**config.mk**
```make
export PLATFORM = sky130hd
export DESIGN_NAME = rle_pixel_encoder
export DESIGN_NICKNAME = d
export VERILOG_FILES = /design/src/rtl/rle_pixel_encoder.sv
export SDC_FILE = /design/constraint.sdc
export NUM_CORES = 1
export LEC_CHECK = 0
export BUFFER_PORTS_ARGS = -buffer_cell sky130_fd_sc_hd__buf_2
export CORE_UTILIZATION = 39
export CTS_CLUSTER_DIAMETER = 100
export DETAILED_ROUTE_END_ITERATION = 16
export GPL_TIMING_DRIVEN = 0
export SETUP_SLACK_MARGIN = 0.3
export SLEW_MARGIN = 5
export SYNTH_ARGS = -nofsm -noshare
export SYNTH_HDL_FRONTEND = slang
export SYNTH_SLANG_ARGS = --single-unit
```
**constraint.sdc**
```tcl
create_clock -name clk -period 8.1 [get_ports clk]
set_clock_uncertainty 0.1 [all_clocks]
set_input_delay 0.405 -clock clk [delete_from_list [all_inputs] [get_ports clk]]
set_output_delay 0.405 -clock clk [all_outputs]
set_load 0.005 [all_outputs]
```
**src/rtl/rle_pixel_encoder.sv**
```systemverilog
`default_nettype none
// ============================================================================
// Module   : rle_pixel_encoder
// Brief    : Packs a pixel stream into {run length, RGB} records held in a
//            show-ahead FIFO. Optional RLE_STATS_EN adds rec_cnt and len_sum.
// Revision : 1.0 - initial release
// ============================================================================
module rle_pixel_encoder #(
    parameter int CNT_W   = 8,
    parameter int PIXELS  = 16384,
    parameter int FIFO_AW = 2
) (
    input  logic             clk,
    input  logic             rst,
    input  logic             E,
    input  logic [7:0]       R,
    input  logic [7:0]       G,
    input  logic [7:0]       B,
    input  logic             out_ready,
    output logic             out_valid,
    output logic [CNT_W-1:0] out_len,
    output logic [7:0]       out_R,
    output logic [7:0]       out_G,
    output logic [7:0]       out_B,
    output logic             frame_done,
    output logic             overflow
`ifdef RLE_STATS_EN
    ,
    output logic [15:0]      rec_cnt,
    output logic [23:0]      len_sum
`endif
);

    localparam int                 c_PIX_W    = $clog2(PIXELS + 1);
    localparam int                 c_REC_W    = CNT_W + 24;
    localparam int                 c_DEPTH    = 1 << FIFO_AW;
    localparam logic [CNT_W-1:0]   c_MAX_LEN  = '1;
    localparam logic [c_PIX_W-1:0] c_LAST_IDX = c_PIX_W'(PIXELS - 1);
    localparam logic [FIFO_AW:0]   c_FULL     = {1'b1, {FIFO_AW{1'b0}}};
    localparam logic [FIFO_AW:0]   c_ONE      = {{FIFO_AW{1'b0}}, 1'b1};

    typedef enum logic [1:0] {
        S_IDLE  = 2'd0,
        S_RUN   = 2'd1,
        S_FLUSH = 2'd2,
        S_DONE  = 2'd3
    } state_t;

    state_t               r_state;
    state_t               w_state_nxt;
    logic [CNT_W-1:0]     r_run_len;
    logic [23:0]          r_cur;
    logic [c_PIX_W-1:0]   r_pix_cnt;
    logic                 r_frame_done;
    logic                 r_overflow;

    logic [c_REC_W-1:0]   r_mem [c_DEPTH];
    logic [FIFO_AW-1:0]   r_wr_ptr;
    logic [FIFO_AW-1:0]   r_rd_ptr;
    logic [FIFO_AW:0]     r_count;
    logic [c_REC_W-1:0]   r_head;

    logic [23:0]          w_pix;
    logic                 w_last;
    logic                 w_accept;
    logic                 w_new_run;
    logic                 w_extend;
    logic                 w_push;
    logic [c_REC_W-1:0]   w_push_data;
    logic                 w_pop;
    logic                 w_full;
    logic                 w_wr_en;
    logic                 w_drop;
    logic [FIFO_AW-1:0]   w_rd_ptr_nxt;

    assign w_pix        = {R, G, B};
    assign w_last       = (r_pix_cnt == c_LAST_IDX);
    assign w_push_data  = {r_run_len, r_cur};
    assign w_pop        = (r_count != '0) && out_ready;
    assign w_full       = (r_count == c_FULL);
    assign w_wr_en      = w_push && (!w_full || w_pop);
    assign w_drop       = w_push && w_full && !w_pop;
    assign w_rd_ptr_nxt = r_rd_ptr + 1'b1;

    always_ff @(posedge clk or posedge rst) begin
        if (rst) begin
            r_state <= S_IDLE;
        end else begin
            r_state <= w_state_nxt;
        end
    end

    always_comb begin
        w_state_nxt = r_state;
        w_accept    = 1'b0;
        w_new_run   = 1'b0;
        w_extend    = 1'b0;
        w_push      = 1'b0;
        case (r_state)
            S_IDLE: begin
                if (E) begin
                    w_accept    = 1'b1;
                    w_new_run   = 1'b1;
                    w_state_nxt = w_last ? S_FLUSH : S_RUN;
                end
            end
            S_RUN: begin
                if (E) begin
                    w_accept = 1'b1;
                    // A saturated run closes even when the colour still matches
                    if ((w_pix == r_cur) && (r_run_len != c_MAX_LEN)) begin
                        w_extend = 1'b1;
                    end else begin
                        w_push    = 1'b1;
                        w_new_run = 1'b1;
                    end
                    w_state_nxt = w_last ? S_FLUSH : S_RUN;
                end
            end
            S_FLUSH: begin
                w_push      = 1'b1;
                w_state_nxt = S_DONE;
            end
            S_DONE: begin
                w_state_nxt = S_DONE;
            end
            default: begin
                w_state_nxt = S_IDLE;
            end
        endcase
    end

    always_ff @(posedge clk or posedge rst) begin
        if (rst) begin
            r_run_len    <= '0;
            r_cur        <= '0;
            r_pix_cnt    <= '0;
            r_frame_done <= 1'b0;
        end else begin
            if (w_accept) begin
                r_pix_cnt <= r_pix_cnt + 1'b1;
            end
            if (w_new_run) begin
                r_cur     <= w_pix;
                r_run_len <= CNT_W'(1);
            end else if (w_extend) begin
                r_run_len <= r_run_len + 1'b1;
            end
            if (r_state == S_FLUSH) begin
                r_frame_done <= 1'b1;
            end
        end
    end

    // Storage needs no reset: only the head register is ever observable
    always_ff @(posedge clk) begin
        if (w_wr_en) begin
            r_mem[r_wr_ptr] <= w_push_data;
        end
    end

    always_ff @(posedge clk or posedge rst) begin
        if (rst) begin
            r_wr_ptr   <= '0;
            r_rd_ptr   <= '0;
            r_count    <= '0;
            r_head     <= '0;
            r_overflow <= 1'b0;
        end else begin
            if (w_wr_en) begin
                r_wr_ptr <= r_wr_ptr + 1'b1;
            end
            if (w_pop) begin
                r_rd_ptr <= w_rd_ptr_nxt;
            end
            case ({w_wr_en, w_pop})
                2'b10:   r_count <= r_count + 1'b1;
                2'b01:   r_count <= r_count - 1'b1;
                default: r_count <= r_count;
            endcase
            // Head holds its last value when the FIFO drains empty
            if (w_wr_en && ((r_count == '0) || (w_pop && (r_count == c_ONE)))) begin
                r_head <= w_push_data;
            end else if (w_pop && (r_count > c_ONE)) begin
                r_head <= r_mem[w_rd_ptr_nxt];
            end
            if (w_drop) begin
                r_overflow <= 1'b1;
            end
        end
    end

    assign out_valid  = (r_count != '0);
    assign out_len    = r_head[c_REC_W-1:24];
    assign out_R      = r_head[23:16];
    assign out_G      = r_head[15:8];
    assign out_B      = r_head[7:0];
    assign frame_done = r_frame_done;
    assign overflow   = r_overflow;

`ifdef RLE_STATS_EN
    logic [15:0] r_rec_cnt;
    logic [23:0] r_len_sum;

    always_ff @(posedge clk or posedge rst) begin
        if (rst) begin
            r_rec_cnt <= '0;
            r_len_sum <= '0;
        end else begin
            if (w_wr_en) begin
                r_rec_cnt <= r_rec_cnt + 1'b1;
            end
            if (w_pop) begin
                r_len_sum <= r_len_sum + 24'(out_len);
            end
        end
    end

    assign rec_cnt = r_rec_cnt;
    assign len_sum = r_len_sum;
`endif

endmodule
`default_nettype wire

```
==> flow_metrics.tcl, run 1 <==
set metrics [dict create \
    yosysTopAreaCell "edfxtp_1" \
    max-cap-violations 0 \
    synth_area_leaders "edfxtp_1 (42%), dfrtp_1 (24%), mux2_2 (11%)" \
    cts_buffer_depth 3 \
    crit_fanout 17 \
    gr-total-overflow 0 \
    ys_seq_elements 218 \
    initial_core_util_pct 40.2 \
    synth_async_sr_flop_share_pct 41.3 \
    p_leak_nw 4.47 \
    finalCriticalPeriod_ps 3270 \
    synth_top_flop_cell "edfxtp_1" \
    synth-seq-area-share_pct 66.1 \
    netlist_instances 536 \
    syn2layout_area_growth_pct 16.9 \
    fmax_mhz 306 \
    cts_tree "built" \
    path_class "reg2reg" \
    yosysTopAreaCellShare_pct 41.7 \
    dieWidth_um 156 \
    crit_arrival_ps 3380 \
    outcome "finished clean" \
    diodes 0 \
    hp-class "in2reg" \
    post_drt_via_cell_ratio 5.07 \
    synth.most_common_cell "edfxtp_1" \
    cts.htree.levels 1 \
    wl_per_cell_um 19.4 \
    slew-limit-headroom_pct 35.3 \
    io_pins 63 \
    netlist_top_cells_count "edfxtp_1 (128), dfrtp_1 (90), mux2_2 (87)" \
    avgSynthCellArea_um2 17.2 \
    drive_above_1_share_pct 37.9 \
    synth_edf_count 128 \
    cts_sinks 218 \
    gp_congestion 0.767 \
    core-area_mm2 0.0229 \
    yosysUniqueCellTypes 47 \
    ant_nets 0 \
    ys_warn_count 0 \
    power_density_mw_per_mm2 203 \
    cp.required_ps 8210 \
    cts_setup_buffers 0 \
    ctsHoldBuffers 1 \
    vdd_drop_max_uv 131 \
    slowest_delay_ps 690 \
    die_y_um 156 \
    finalCritPeriodShare_pct 40.4 \
    cts_resized 0 \
    total_power_mw 2.19 \
    syn-num-nets 578 \
    worstMarginPinSlew_ps 963 \
    tns_ps 0 \
    syn-cell-area_mm2 0.00922 \
    end_kind "flip-flop" \
    drt_iter0_drc 270 \
    rows 55 \
    cp_top_family "compound AO/OA/AOI/OAI gates" \
    numCtsBuffers 23 \
    hpwlAfterDp_um 12400 \
    cp_slowest_cell "nor2_4" \
    maxSlewViolCount 0 \
    cts_root_buf "clkbuf_16" \
    cp.buffers_inverters 2 \
    hold_viol 0 \
    insertion_delay_ps 500 \
    cp-start-kind "flip-flop" \
    rsz0062_at_grt "false" \
    grt_pass1_wl_um 29100 \
    track_usage_pct 16.1 \
    drc_errors 0 \
    drt-pass1-iter-count 4 \
    via_count 4859 \
    path_clk_slew_ps 60 \
    crit_chain "inv_1 > ha_1 > and2_1 > o21ai_0 > a31oi_4 > o21ai_1 > nor2_4 > buf_16" \
    grt_antenna_before_repair 0 \
    fin_nets 671 \
    die-area_mm2 0.0243 \
    whs_ps 48.3 \
    routed_wl_um 18600 \
    first_global_vias 5114 \
    numPortBuffers 62 \
    setup_violations 0 \
    grt_max_degree 59 \
]
[layout make-up]
| cell class | count | area (um^2) |
|---|---|---|
| buffer | 19 | 116 |
| clock buffer | 30 | 612 |
| clock inverter | 12 | 65.1 |
| fill | 2012 | 12100 |
| inverter | 13 | 51.3 |
| multi-input combinational | 286 | 2990 |
| sequential | 218 | 6100 |
| tap | 313 | 392 |
| timing repair buffer | 68 | 458 |
[cell usage in the layout, fill, tap and decap left out, types with 2 or more instances in the layout]
cell and n:
edfxtp_1 128, dfrtp_1 90, mux2_2 87, buf_2 65, xnor2_1 44, mux4_2 32
clkbuf_16 23, nand4_1 17, nand2_1 17, ha_1 14, clkbuf_1 12, inv_1 12
nand3_1 9, nor2_1 8, and2_2 6, buf_6 5, clkinv_2 5, buf_16 5
buf_1 4, o21ai_0 4, xor2_1 4, nor2_4 4, clkinv_1 4, o21a_1 2
and2_1 2, a21oi_1 2, nand2b_1 2, mux2i_1 2, a21o_1 2, o211ai_1 2
nand3b_1 2, nor3_1 2, a31oi_1 2, mux2_1 2, o22a_1 2
[per-layer routing]
layer  track usage, %  up-vias  routed length [um]
met3             2.67       28                 850
met4             3.97        0                 389
li1                 -     2228                   -
met2             26.6       94                9090
met5                0        -                   0
met1             22.1     2509                8230
[report_power, final]
group	total, mW	internal [mW]	switching [mW]	leakage [nW]
logic	0.0449	0.0196	0.0253	1.56
registers	1.19	1.18	0.0120	2.58
clock network	0.948	0.534	0.414	0.332
[flip-flops by register name, summed over array words and instances (netlist names)]
register / flops
frame_done: 1
overflow: 1
r_count: 3
r_cur: 24
r_head: 32
r_mem: 128
r_pix_cnt: 15
r_rd_ptr: 2
r_run_len: 8
r_state: 2
r_wr_ptr: 2
[final timing paths]
path / depth (start not counted) / slack (ps) / start / endpoint
min in group asynchronous: 3 / 380 / rst / overflow
setup reg to reg: 8 / 4830 / r_state[1] / r_mem[2][17]
hold reg to reg: 1 / 370 / frame_done / frame_done
setup / recovery: 8 / 4830 / r_state[1] / r_mem[2][17]
max in group asynchronous: 4 / 6850 / rst / r_head[15]
hold / removal: 2 / 50 / B[2] / r_cur[2]
[metrics by stage]
step | instances | instance area, um^2 | util [%] | worst slack, ps
floorplan | 536 | 9220 | - | 4640
detailed placement | 916 | 10100 | 44.0 | 4810
finish | 959 | 10800 | 47.0 | 4830
global route | 959 | 10800 | 47.0 | 4550
global placement | 911 | 9920 | 43.3 | 2990
CTS | 959 | 10800 | 47.0 | 4780
[worst register-to-register path: stages (launching register included)]
cell and delay [ps]:
dfrtp_1 410, inv_1 90, ha_1 220, and2_1 180, o21ai_0 220, a31oi_4 400, o21ai_1 410, nor2_4 690
buf_16 250
[cell families (layout without fill, tap and decap cells)]
| kind of cell | Yosys count | in the layout | share of synthesized area (%) |
|---|---|---|---|
| adders and majority gates | 14 | 14 | 1.90 |
| DFF | 218 | 218 | 66.1 |
| xor gates and xnor gates | 48 | 48 | 4.56 |
| muxes | 123 | 123 | 18.9 |
| buffers and inverters | 32 | 142 | 1.79 |
| AOI/OAI and AO/OA | 24 | 24 | 2.01 |
| and+or+nand+nor | 77 | 77 | 4.74 |
No activity file was read; power rests on OpenSTA's default activity.
==> inputs of run 2 (changes only) <==
- clock period: 8.1 -> 3.4 ns (I/O delays scaled with it)
==> flow_metrics.tcl, run 2 (same netlist as run 1, synthesis figures left out) <==
set metrics [dict create \
    outcome "finished clean" \
    via_count 4961 \
    cp.buffers_inverters 2 \
    hold_viol 0 \
    slew-limit-headroom_pct 41.0 \
    worstMarginPinSlew_ps 885 \
    routed_wl_um 18800 \
    nFillCells 1984 \
    rr_startpoint "r_count[1]" \
    dpl_cell_area_mm2 0.0101 \
    numPortBuffers 62 \
    cts_tree "built" \
    cts.htree.levels 1 \
    r2r_cells 7 \
    mostFrequentLayoutCell "edfxtp_1" \
    crit_chain "inv_1 > ha_1 > a211oi_1 > o21a_1 > buf_1 > mux2_2 > mux2_2" \
    end_kind "flip-flop" \
    diodes 0 \
    max-cap-violations 0 \
    die-area_mm2 0.0243 \
    wl_per_cell_um 19.1 \
    reg_top3 "r_mem x128, r_head x32, r_cur x24" \
    core-area_mm2 0.0229 \
    hp-class "in2async" \
    multi_input_area_mm2 0.00299 \
    numCtsBuffers 23 \
    maxSlewViolCount 0 \
    fin_area_mm2 0.0111 \
    cp-start-kind "flip-flop" \
    crit_arrival_ps 3170 \
    drt-pass1-iter-count 4 \
    whs_ps 140 \
    layout.cells.non_filler 988 \
    syn2layout_area_growth_pct 20.5 \
    rows 55 \
    p_leak_nw 4.61 \
    insertion_delay_ps 500 \
    path_clk_slew_ps 60 \
    dieWidth_um 156 \
    crit_fanout 10 \
    dp_cells 916 \
    track_usage_pct 16.2 \
    gp_congestion 0.767 \
    cp_slowest_cell "buf_1" \
    final_util_pct 48.5 \
    finalCriticalPeriod_ps 2880 \
    cts_buffer_depth 3 \
    fmax_mhz 347 \
    cp.required_ps 3680 \
    grt_max_degree 59 \
    critPathLaunch "r_count[1]" \
    crit_cells 7 \
    drive_above_1_share_pct 37.2 \
    vdd_drop_max_uv 310 \
    io_pins 63 \
    hpwlAfterDp_um 12400 \
    fin_nets 700 \
    drc_errors 0 \
    setup_violations 0 \
    cts_root_buf "clkbuf_16" \
    grt_pass1_wl_um 29500 \
    post_drt_via_cell_ratio 5.02 \
    power_density_mw_per_mm2 471 \
    grt_antenna_before_repair 0 \
    ant_nets 0 \
    cts_sinks 218 \
    finalCritPeriodShare_pct 84.8 \
    slowest_delay_ps 610 \
    rsz0062_at_grt "false" \
    cp_top_family "buffers and inverters" \
    path_class "reg2reg" \
    register_area_mm2 0.00610 \
    cp_common_cell "mux2_2" \
    total_power_mw 5.24 \
    drt_iter0_drc 289 \
    first_global_vias 5210 \
    die_y_um 156 \
    gr-total-overflow 0 \
    largest_reg_flops 128 \
    initial_core_util_pct 40.2 \
    max_flop_register "r_mem" \
    mostFrequentLayoutCells "edfxtp_1 (128), dfrtp_1 (90), mux2_2 (87)" \
]
## run 2: tightest hold or removal path, cell delays in order
cell	delay (ps)
dlygate4sd3_1	530
buf_2	130
inv_4	340
## run 2: timing repair
item                       in CTS  in global routing
hold buffers                   26                  0
pin swaps                       4                  0
buffers inserted                4                  0
resized for setup               0                  2
setup endpoints to repair     100                130
hold endpoints to repair       58                  0
## run 2: routing by layer
metal / share of wire (%) / track usage (%)
met3: 3.3 / 2.53
met1: 46 / 22.2
met5: 0 / 0
met4: 2.1 / 3.97
met2: 49 / 27.2
## run 2: metrics by stage
stage	setup slack, ps	TNS (ps)
after floorplan	-57.9	-7410
after global placement	-1710	-284470
after detailed placement	120	0
after CTS	381	0
after global routing	350	0
final	518	0
## run 2: cell type report
class	instances	share of cell area [%]
inverters	13	0.462
flip-flops and latches	218	54.8
well taps	313	3.52
plain buffers	19	1.06
clock buffers	30	5.50
repair buffers	97	7.09
multi-input cells	286	26.9
clock inverters	12	0.585
## run 2: report_power, final
group	switching (mW)	internal, mW	total, mW
registers	0.0289	2.82	2.84
logic	0.0640	0.0653	0.129
clock network	0.994	1.27	2.27
total	1.09	4.15	5.24
## run 2: path summary, 6_finish.rpt
check / slack [ps] / to
worst min-delay path: 140 / overflow
min in group clk: 260 / r_count[2]
worst max-delay path: 520 / r_head[16]
worst min register to register: 370 / frame_done
worst max register to register: 520 / r_head[16]
max in group asynchronous: 2380 / r_head[16]
==> inputs of run 3 (changes only) <==
- clock period: 3.4 -> 2.5 ns (I/O delays scaled with it)
==> flow_metrics.tcl, run 3 (same netlist as run 1, synthesis figures left out) <==
set metrics [dict create \
    maxSlewViolCount 0 \
    r2r_end "r_head[25]" \
    ant_nets 0 \
    rr_startpoint "r_cur[4]" \
    cp_slowest_cell "dfrtp_2" \
    setup_violations 0 \
    grt_pass1_wl_um 30600 \
    hold_viol 0 \
    reg_top3 "r_mem x128, r_head x32, r_cur x24" \
    dieWidth_um 156 \
    io_pins 63 \
    vdd_drop_max_uv 457 \
    outcome "finished clean" \
    mostFrequentLayoutCells "edfxtp_1 (128), dfrtp_1 (71), buf_2 (63)" \
    fin_area_mm2 0.0121 \
    finalCritPeriodShare_pct 97.3 \
    gp_congestion 0.688 \
    post_drt_via_cell_ratio 5.02 \
    drt-pass1-iter-count 4 \
    path_clk_slew_ps 60 \
    largest_reg_flops 128 \
    core-area_mm2 0.0229 \
    hpwlAfterDp_um 11700 \
    seq_power_share_pct 53.0 \
    drc_errors 0 \
    cp_top_family "simple AND/OR/NAND/NOR gates" \
    track_usage_pct 17.0 \
    cp.buffers_inverters 2 \
    fmax_mhz 411 \
    grt_max_degree 36 \
    crit_arrival_ps 2730 \
    r2r_slack_ps 70 \
    hp-class "in2async" \
    rows 55 \
    cts_sinks 218 \
    cts_root_buf "clkbuf_16" \
    gr-total-overflow 0 \
    cts.htree.levels 1 \
    clkPwrFrac_pct 43.9 \
    via_count 5225 \
    crit_fanout 8 \
    cts_tree "built" \
    end_kind "flip-flop" \
    layout.cells.non_filler 1041 \
    initial_core_util_pct 40.2 \
    cp-start-kind "flip-flop" \
    switchingPower_mw 1.48 \
    cts_buffer_depth 3 \
    dpl_cell_area_mm2 0.0100 \
    die-area_mm2 0.0243 \
    drive_above_1_share_pct 48.7 \
    fin_nets 751 \
    total_power_mw 7.29 \
    max_flop_register "r_mem" \
    mostFrequentLayoutCell "edfxtp_1" \
    critPathLaunch "r_cur[4]" \
    syn2layout_area_growth_pct 30.9 \
    numPortBuffers 62 \
    internal-power_mw 5.81 \
    swShare_pct 20.3 \
    slew-limit-headroom_pct 59.0 \
    grt_antenna_before_repair 1 \
    slowest_delay_ps 420 \
    insertion_delay_ps 510 \
    max-cap-violations 0 \
    dp_cells 913 \
    rsz0062_at_grt "true" \
    crit_chain "xnor2_2 > nand4_1 > nor4_4 > buf_6 > a31oi_4 > nand2_8 > clkbuf_16 > mux2_2" \
    power_density_mw_per_mm2 604 \
    cp.required_ps 2790 \
    power_frac_comb_pct 3.0 \
    wl_per_cell_um 19.8 \
    p_leak_nw 5.13 \
    first_global_vias 5393 \
    finalCriticalPeriod_ps 2430 \
    numCtsBuffers 24 \
    worstMarginPinSlew_ps 614 \
    routed_wl_um 20600 \
    path_class "reg2reg" \
    die_y_um 156 \
    r2r_cells 8 \
    drt_iter0_drc 251 \
]
## run 3: worst max-delay path by stage
| stage | endpoint | slack, ps | cells past startpoint |
|---|---|---|---|
| final | r_head[25] | 70 | 8 |
| after global routing | r_head[25] | 20 | 8 |
| after global placement | r_mem[0][2] | -750 | 6 |
| after detailed placement | r_mem[0][4] | -820 | 6 |
| after CTS | r_cur[12] | 130 | 9 |
| after floorplan | r_mem[0][0] | 30 | 6 |
## run 3: layout make-up
| class | instances | area (um^2) |
|---|---|---|
| multi-input cells | 290 | 3320 |
| clock buffers | 35 | 672 |
| flip-flops and latches | 218 | 6120 |
| clock inverters | 9 | 52.6 |
| inverters | 13 | 52.6 |
| plain buffers | 19 | 204 |
| well taps | 313 | 392 |
| diodes | 1 | 2.50 |
| fillers | 1831 | 10800 |
| repair buffers | 143 | 1260 |
## run 3: worst min-delay path: cells and delay by family
kind	cells	cell delay, ps
buffers and inverters	3	1070
## run 3: per-stage QoR
step	TNS [ps]	utilization, %	hold slack [ps]	setup WS, ps
2_1_floorplan	0	-	157	32.2
3_3_place_gp	-109860	43.6	285	-749
3_5_place_dp	-116550	43.8	139	-815
4_1_cts	0	50.8	151	133
5_1_grt	0	52.7	191	21.9
6_report	0	52.7	140	67.0
## run 3: layer usage
layer | global-route usage, % | part of all wire [%]
met4 | 3.22 | 1.4
met3 | 2.67 | 3.6
met1 | 22.6 | 44
met2 | 29.7 | 51
met5 | 0 | 0
## run 3: what timing repair did
action | 4_1_cts | 5_1_grt
buffers inserted | 36 | 13
endpoints found under the setup margin | 201 | 204
pin swaps | 16 | 5
hold buffers | 26 | 0
resized for setup | 50 | 64
hold endpoints to repair | 50 | 0
gates cloned | 4 | 4
## run 3: power groups by stage
stage / clock network [mW] / registers [mW] / logic [mW]
2_1_floorplan: 0 / 3.93 / 0.0814
3_3_place_gp: 0 / 3.94 / 0.144
3_5_place_dp: 0 / 3.94 / 0.154
4_1_cts: 3.29 / 3.87 / 0.217
5_1_grt: 3.42 / 3.87 / 0.243
6_report: 3.20 / 3.87 / 0.221
